===== src/rtl/execute_stage.sv =====
// Execute stage of the pipelined ARM calculator core: ALU, condition check
// against a private NZCV register, iterative multiply and the EX/MEM register.
module execute_stage #(
    parameter int WIDTH = 32,
    parameter int CNT_W = 6
) (
    input  logic             clk,
    input  logic             reset,
    input  logic             valid_in,
    input  logic [WIDTH-1:0] RD1,
    input  logic [WIDTH-1:0] RD2,
    input  logic [WIDTH-1:0] ExtImm,
    input  logic             ALUSrc,
    input  logic [2:0]       ALUControl,
    input  logic [1:0]       FlagWrite,
    input  logic [3:0]       Cond,
    input  logic             RegWrite_in,
    input  logic             MemWrite_in,
    input  logic [3:0]       WA_in,
    input  logic             flush,
    output logic             Stall,
    output logic             valid_out,
    output logic [WIDTH-1:0] ALUResult,
    output logic [WIDTH-1:0] WriteData,
    output logic [3:0]       WA_out,
    output logic             RegWrite_out,
    output logic             MemWrite_out,
    output logic [3:0]       Flags
);

    typedef enum logic [1:0] {IDLE, BUSY, DONE} state_t;

    localparam logic [2:0] OP_ADD = 3'b000;
    localparam logic [2:0] OP_SUB = 3'b001;
    localparam logic [2:0] OP_AND = 3'b010;
    localparam logic [2:0] OP_ORR = 3'b011;
    localparam logic [2:0] OP_EOR = 3'b100;
    localparam logic [2:0] OP_MUL = 3'b101;

    localparam logic [CNT_W-1:0] LAST_ITER = CNT_W'(WIDTH - 1);

    state_t           state;
    logic [3:0]       flags;
    logic [WIDTH-1:0] mcand;
    logic [WIDTH-1:0] mplier;
    logic [WIDTH-1:0] acc;
    logic [CNT_W-1:0] count;

    logic             flag_n, flag_z, flag_c, flag_v;
    logic             cond_ex;
    logic [WIDTH-1:0] src_b;
    logic [WIDTH-1:0] add_b;
    logic             is_sub;
    logic [WIDTH:0]   sum;
    logic [WIDTH-1:0] alu_result;
    logic             c_alu;
    logic             v_alu;
    logic             arith;
    logic             op_valid;
    logic             mul_start;

    assign {flag_n, flag_z, flag_c, flag_v} = flags;
    assign Flags = flags;

    always_comb begin
        case (Cond)
            4'b0000: cond_ex = flag_z;
            4'b0001: cond_ex = !flag_z;
            4'b0010: cond_ex = flag_c;
            4'b0011: cond_ex = !flag_c;
            4'b0100: cond_ex = flag_n;
            4'b0101: cond_ex = !flag_n;
            4'b0110: cond_ex = flag_v;
            4'b0111: cond_ex = !flag_v;
            4'b1000: cond_ex = flag_c && !flag_z;
            4'b1001: cond_ex = !flag_c || flag_z;
            4'b1010: cond_ex = (flag_n == flag_v);
            4'b1011: cond_ex = (flag_n != flag_v);
            4'b1100: cond_ex = !flag_z && (flag_n == flag_v);
            4'b1101: cond_ex = flag_z || (flag_n != flag_v);
            4'b1110: cond_ex = 1'b1;
            default: cond_ex = 1'b0;
        endcase
    end

    // Subtraction reuses the adder as A + ~B + 1, so carry out means A >= B.
    assign src_b  = ALUSrc ? ExtImm : RD2;
    assign is_sub = (ALUControl == OP_SUB);
    assign add_b  = is_sub ? ~src_b : src_b;
    assign sum    = {1'b0, RD1} + {1'b0, add_b} + {{WIDTH{1'b0}}, is_sub};

    // NOTE: every signal written in an always_comb gets a default first,
    // otherwise a path that skips the assignment infers a latch.
    always_comb begin
        alu_result = '0;
        c_alu      = flag_c;
        v_alu      = flag_v;
        arith      = 1'b0;
        op_valid   = 1'b1;
        case (ALUControl)
            OP_ADD: begin
                alu_result = sum[WIDTH-1:0];
                c_alu      = sum[WIDTH];
                v_alu      = (RD1[WIDTH-1] == src_b[WIDTH-1]) &&
                             (sum[WIDTH-1] != RD1[WIDTH-1]);
                arith      = 1'b1;
            end
            OP_SUB: begin
                alu_result = sum[WIDTH-1:0];
                c_alu      = sum[WIDTH];
                v_alu      = (RD1[WIDTH-1] != src_b[WIDTH-1]) &&
                             (sum[WIDTH-1] != RD1[WIDTH-1]);
                arith      = 1'b1;
            end
            OP_AND: alu_result = RD1 & src_b;
            OP_ORR: alu_result = RD1 | src_b;
            OP_EOR: alu_result = RD1 ^ src_b;
            // Only a condition-failing MUL takes the single-cycle path; its
            // result is never written back, so it is left at zero.
            OP_MUL: alu_result = '0;
            default: op_valid  = 1'b0;
        endcase
    end

    assign mul_start = valid_in && (ALUControl == OP_MUL) && cond_ex && !flush;
    assign Stall     = (state == BUSY) || ((state == IDLE) && mul_start);

    // NOTE: sequential state uses non-blocking assignments so every register
    // samples pre-edge values regardless of statement order.
    always_ff @(posedge clk or posedge reset) begin
        if (reset) begin
            state        <= IDLE;
            flags        <= '0;
            mcand        <= '0;
            mplier       <= '0;
            acc          <= '0;
            count        <= '0;
            valid_out    <= 1'b0;
            ALUResult    <= '0;
            WriteData    <= '0;
            WA_out       <= '0;
            RegWrite_out <= 1'b0;
            MemWrite_out <= 1'b0;
        end else if (flush) begin
            state        <= IDLE;
            valid_out    <= 1'b0;
            RegWrite_out <= 1'b0;
            MemWrite_out <= 1'b0;
        end else begin
            case (state)
                IDLE: begin
                    if (mul_start) begin
                        mcand     <= RD1;
                        mplier    <= src_b;
                        acc       <= '0;
                        count     <= '0;
                        valid_out <= 1'b0;
                        state     <= BUSY;
                    end else if (valid_in) begin
                        valid_out    <= 1'b1;
                        ALUResult    <= alu_result;
                        WriteData    <= RD2;
                        WA_out       <= WA_in;
                        RegWrite_out <= RegWrite_in && cond_ex;
                        MemWrite_out <= MemWrite_in && cond_ex;
                        if (cond_ex && op_valid) begin
                            if (FlagWrite[1])
                                flags[3:2] <= {alu_result[WIDTH-1], alu_result == '0};
                            if (FlagWrite[0] && arith)
                                flags[1:0] <= {c_alu, v_alu};
                        end
                    end else begin
                        valid_out <= 1'b0;
                    end
                end
                BUSY: begin
                    valid_out <= 1'b0;
                    if (mplier[0])
                        acc <= acc + mcand;
                    mcand  <= mcand << 1;
                    mplier <= mplier >> 1;
                    count  <= count + 1'b1;
                    if (count == LAST_ITER)
                        state <= DONE;
                end
                DONE: begin
                    // Condition was checked at start and Flags cannot change
                    // while busy, so the held MUL is committed unconditionally.
                    valid_out    <= 1'b1;
                    ALUResult    <= acc;
                    WriteData    <= RD2;
                    WA_out       <= WA_in;
                    RegWrite_out <= RegWrite_in;
                    MemWrite_out <= MemWrite_in;
                    if (FlagWrite[1])
                        flags[3:2] <= {acc[WIDTH-1], acc == '0};
                    state <= IDLE;
                end
                default: state <= IDLE;
            endcase
        end
    end

endmodule


===== config.mk =====
export PLATFORM = sky130hd
export DESIGN_NAME = execute_stage
export DESIGN_NICKNAME = d
export VERILOG_FILES = /design/src/rtl/execute_stage.sv
export SDC_FILE = /design/constraint.sdc
export NUM_CORES = 1
export LEC_CHECK = 0
export CELL_PAD_IN_SITES_DETAIL_PLACEMENT = 1
export CELL_PAD_IN_SITES_GLOBAL_PLACEMENT = 1
export CORE_MARGIN = 10
export CORE_UTILIZATION = 46
export CTS_CLUSTER_SIZE = 12
export DETAILED_ROUTE_END_ITERATION = 8
export GPL_TIMING_DRIVEN = 1
export PLACE_DENSITY = 0.95
export SLEW_MARGIN = 40
export SYNTH_ARGS = -nofsm -noshare
export SYNTH_HDL_FRONTEND = slang
export SYNTH_SLANG_ARGS = --single-unit

===== constraint.sdc =====
create_clock -name clk -period 13.4 [get_ports clk]
set_input_delay 1.34 -clock clk [delete_from_list [all_inputs] [get_ports clk]]
set_output_delay 1.34 -clock clk [all_outputs]
set_load 0.005 [all_outputs]

==> impl_metrics.tcl <==
set metrics [dict create \
    ctsRootBufferMaster "sky130_fd_sc_hd__clkbuf_16" \
    multi_input_gate_area_um2 8491 \
    pre_cts_ws_ns 6.027 \
    wire_per_inst_um 24.35 \
    layout.cell_area.non_filler_um2 16460 \
    worst_r2r_path_depth 10 \
    critical_path_arrival_ns 7.33 \
    clock_sink_count 179 \
    routed_vias 13100 \
    finish.cell_count_without_fillers 2107 \
    globalRouteTotalUtil_pct 27.67 \
    tritoncts "built" \
    crit_path_start_kind "input port" \
    status "finished, final reports clean" \
    max_clock_freq_ghz 0.1432 \
    detailedRoute.firstIterationViolations 1399 \
    wirelength_um 51310 \
    total_power_mw 1.995 \
    worst_path_largest_cell_delay_ns 0.68 \
    fp.dieArea_um2 36820 \
    fin_worst_skew_ns 0.01232 \
    clock_slew_at_the_register_clock_pins_of_the_worst_setup_and_hold_paths_ns 0.08 \
    worst_hold_path_cell_count 2 \
    critical-path-top-cell-by-count "sky130_fd_sc_hd__o21ai_1" \
    num_rows 62 \
    timing.final.max_slew_violations 0 \
    met3_track_utilization_from_global_routing_pct 5.822 \
    setup_repair_after_global_routing_missed_its_margin "no" \
    cts_repair_resize_count 0 \
    cts-htree-levels 4 \
    post_synth_arst_share_pct 100.0 \
    post-dp-hpwl_um 37930 \
    timing.final.crit_share_pct 52.13 \
    crit_path_cell_trace "clkdlybuf4s50_1, or2_2, nor2_4, buf_4, xnor2_1, ha_1, a211o_1, or2_1, o21ai_1, nand3_1, a21boi_2, o21ai_1, a21oi_1, o31ai_1, xor2_1, a222oi_1, o311ai_0, o21a_1" \
    cts_setup_buffers 0 \
    tightest_slew_ns 0.8299 \
    ys_warn_count 0 \
    cp_num_cells 18 \
    grt_antenna_before_repair 1 \
    cp.required_ns 13.75 \
    horizontal_extent_of_the_die_um 191.9 \
    family_of_cells_with_the_greatest_summed_delay_on_the_critical_path "compound AO/OA/AOI/OAI gates" \
    postSynthNetCount 1819 \
    timing.max_cap.violations 0 \
    first_global_vias 14060 \
    placed_cells 2074 \
    synthDistinctLibCells 71 \
    fin_ws_ns 6.415 \
    timing_hold_violations_final 0 \
    grt_most_used_layer "met2" \
    floorplan.initialDensity_pct 46.97 \
    vias_per_cell 6.215 \
    placed_area_um2 15860 \
    critPathCaptureType "flip-flop" \
    relSlewSlack_pct 44.09 \
    cp_slowest_cell "sky130_fd_sc_hd__clkdlybuf4s50_1" \
    hp-class "flip-flop to flip-flop" \
    power.ir.vdd_worst_mv 0.06845 \
    grtUsageMet1_pct 33.71 \
    postRouteAntennaNets 0 \
    finalNetCount 1965 \
    groute.layer.met2.usage_pct 46.85 \
    power_leakage_nw 7.594 \
    layout.filler_cells 3336 \
    finalCoreUtilization_pct 56.88 \
    post_synth.cell_area_avg_um2 8.695 \
    timing.final.setup_violations 0 \
    gr-total-overflow 0 \
    tritoncts.num_buffers 17 \
    dieHeight_um 191.9 \
    design.portCount 192 \
    timing.critical_path.buf_inv 2 \
    source_to_sink_clock_delay_at_the_later_pin_of_the_worst_skew_pair_ns 0.47 \
    area_added_between_synthesis_and_finish_pct 21.10 \
    cts_hold_buf 0 \
    synth_cells 1563 \
    portBuffers 191 \
    totalNegativeSetupSlack_ns 0 \
    buffer_depth_of_the_longest_clock_path 2 \
    remaining_drc_errors 0 \
    synth.ff_latch_count 179 \
    grt_first_pass_wirelength_um 80120 \
    synth_top_flop_cell "sky130_fd_sc_hd__dfrtp_1" \
    grt_max_degree 69 \
    drtPass1Iterations 6 \
    ff_latch_area_um2 4479 \
    synthesis.area_um2 13590 \
    critical_path_class "input port to flip-flop" \
    layout_cells_sized_above_1_pct 6.330 \
    pwr_density_cell_nw_per_um2 121.2 \
    synth-edff-count 0 \
    final.min_clock_period_ns 6.985 \
    core_um2 28940 \
    synth-seq-area-share_pct 32.96 \
    critical_path_peak_fanout 25 \
    finalWeightedCongestion 0.9317 \
    hold_ws_ns 0.4828 \
]
[cells in the final DEF (no fill, tap or decap), types with 22 or more instances in the layout]
cell / Yosys / layout
sky130_fd_sc_hd__clkdlybuf4s50_1: 0 / 190
sky130_fd_sc_hd__nand2_1: 184 / 183
sky130_fd_sc_hd__dfrtp_1: 179 / 179
sky130_fd_sc_hd__o21ai_0: 158 / 158
sky130_fd_sc_hd__ha_1: 138 / 137
sky130_fd_sc_hd__a21oi_1: 115 / 115
sky130_fd_sc_hd__nor2_1: 98 / 96
sky130_fd_sc_hd__inv_1: 92 / 91
sky130_fd_sc_hd__mux2i_1: 83 / 83
sky130_fd_sc_hd__xnor2_1: 70 / 70
sky130_fd_sc_hd__mux2_2: 38 / 38
sky130_fd_sc_hd__nand3_1: 22 / 22
[cells in the mapped netlist, types with 6 or more instances]
cell                         n  area share [%]
sky130_fd_sc_hd__o21bai_1    6            0.33
sky130_fd_sc_hd__a222oi_1    6            0.44
sky130_fd_sc_hd__nor3_1     10            0.37
sky130_fd_sc_hd__mux2i_1    83             6.1
sky130_fd_sc_hd__a31oi_1    10            0.46
sky130_fd_sc_hd__nand2b_1   19            0.87
sky130_fd_sc_hd__nand2_1   184             5.1
sky130_fd_sc_hd__nor4_1     12            0.55
sky130_fd_sc_hd__o21ai_0   158             5.8
sky130_fd_sc_hd__a211oi_1   17            0.94
sky130_fd_sc_hd__a21oi_1   115             4.2
sky130_fd_sc_hd__inv_1      92             2.5
sky130_fd_sc_hd__a22oi_1    13            0.72
sky130_fd_sc_hd__o31ai_1    15            0.83
sky130_fd_sc_hd__o211ai_1    6            0.33
sky130_fd_sc_hd__clkbuf_1   72             2.0
sky130_fd_sc_hd__xnor2_1    70             4.5
sky130_fd_sc_hd__nand4_1    18            0.83
sky130_fd_sc_hd__buf_1       6            0.17
sky130_fd_sc_hd__mux2_2     38             3.1
sky130_fd_sc_hd__a21o_1     19             1.0
sky130_fd_sc_hd__o21ai_1    16            0.59
sky130_fd_sc_hd__nor2_1     98             2.7
sky130_fd_sc_hd__dfrtp_1   179              33
sky130_fd_sc_hd__xor2_1     17             1.1
sky130_fd_sc_hd__o21a_1      8            0.44
sky130_fd_sc_hd__nor2b_1     8            0.37
sky130_fd_sc_hd__a22o_1     14            0.90
sky130_fd_sc_hd__ha_1      138              13
sky130_fd_sc_hd__nand3_1    22            0.81
sky130_fd_sc_hd__and2_1      7            0.32
[final timing paths]
path | startpoint | to | slack, ns
worst max-delay path | ALUControl[2] | Flags[3] | 6.42
worst min-delay path | ALUResult[12] | ALUResult[12] | 0.48
worst max register to register | Flags[2] | ALUResult[24] | 9.50
worst min register to register | ALUResult[12] | ALUResult[12] | 0.48
max in group asynchronous | reset | acc[14] | 10.35
min in group asynchronous | reset | WA_out[1] | 1.29
[worst reg2reg max path: stages (launching register included)]
cell	delay [ns]
sky130_fd_sc_hd__dfrtp_1	0.51
sky130_fd_sc_hd__mux4_2	0.50
sky130_fd_sc_hd__nand2b_1	0.14
sky130_fd_sc_hd__a21oi_1	0.11
sky130_fd_sc_hd__nor2_1	0.21
sky130_fd_sc_hd__nand4_1	0.33
sky130_fd_sc_hd__nand2_1	0.18
sky130_fd_sc_hd__a21oi_1	0.18
sky130_fd_sc_hd__nand2_4	0.41
sky130_fd_sc_hd__buf_4	0.65
sky130_fd_sc_hd__o21ai_0	0.47
[sequential cells by signal, indices dropped and copies added, names as in the netlist]
signal / cells
ALUResult: 32
WriteData: 32
acc: 32
mcand: 32
mplier: 32
count: 6
Flags: 4
WA_out: 4
state: 2
MemWrite_out: 1
RegWrite_out: 1
valid_out: 1
[cell type report]
cell class / instances / area share, %
Multi-Input combinational cell: 1210 / 51.59
Sequential cell: 179 / 27.22
Timing Repair Buffer: 207 / 12.49
Tap cell: 384 / 2.919
Clock buffer: 17 / 2.585
Inverter: 94 / 2.174
Clock inverter: 15 / 1.011
Antenna cell: 1 / 0.01520
[layer usage]
layer  routed length, µm  part of all wire (%)  vias up
met4                1746                   3.4        0
met2               24860                    48      568
met1               20810                    41     6542
met3                3892                   7.6      138
li1                    -                     -     5847
met5                   0                     0        -
[power by group]
group	switching, mW	total (mW)	internal (mW)	leakage [nW]
combinational	0.387	0.712	0.325	5.00
clock	0.278	0.529	0.251	0.287
sequential	0.102	0.754	0.652	2.31
[kinds of logic (layout without fill, tap and decap cells)]
family	Yosys count	in the layout	share of synthesized area, %
compound gates	443	443	19.85
xor+xnor	87	87	5.607
fa+ha+maj	140	140	13.00
buf+inv	174	333	4.870
flops	179	179	32.96
mux	124	124	9.704
other cells	0	1	0
simple gates	416	416	14.01
Power figures use the tool's default switching activity.
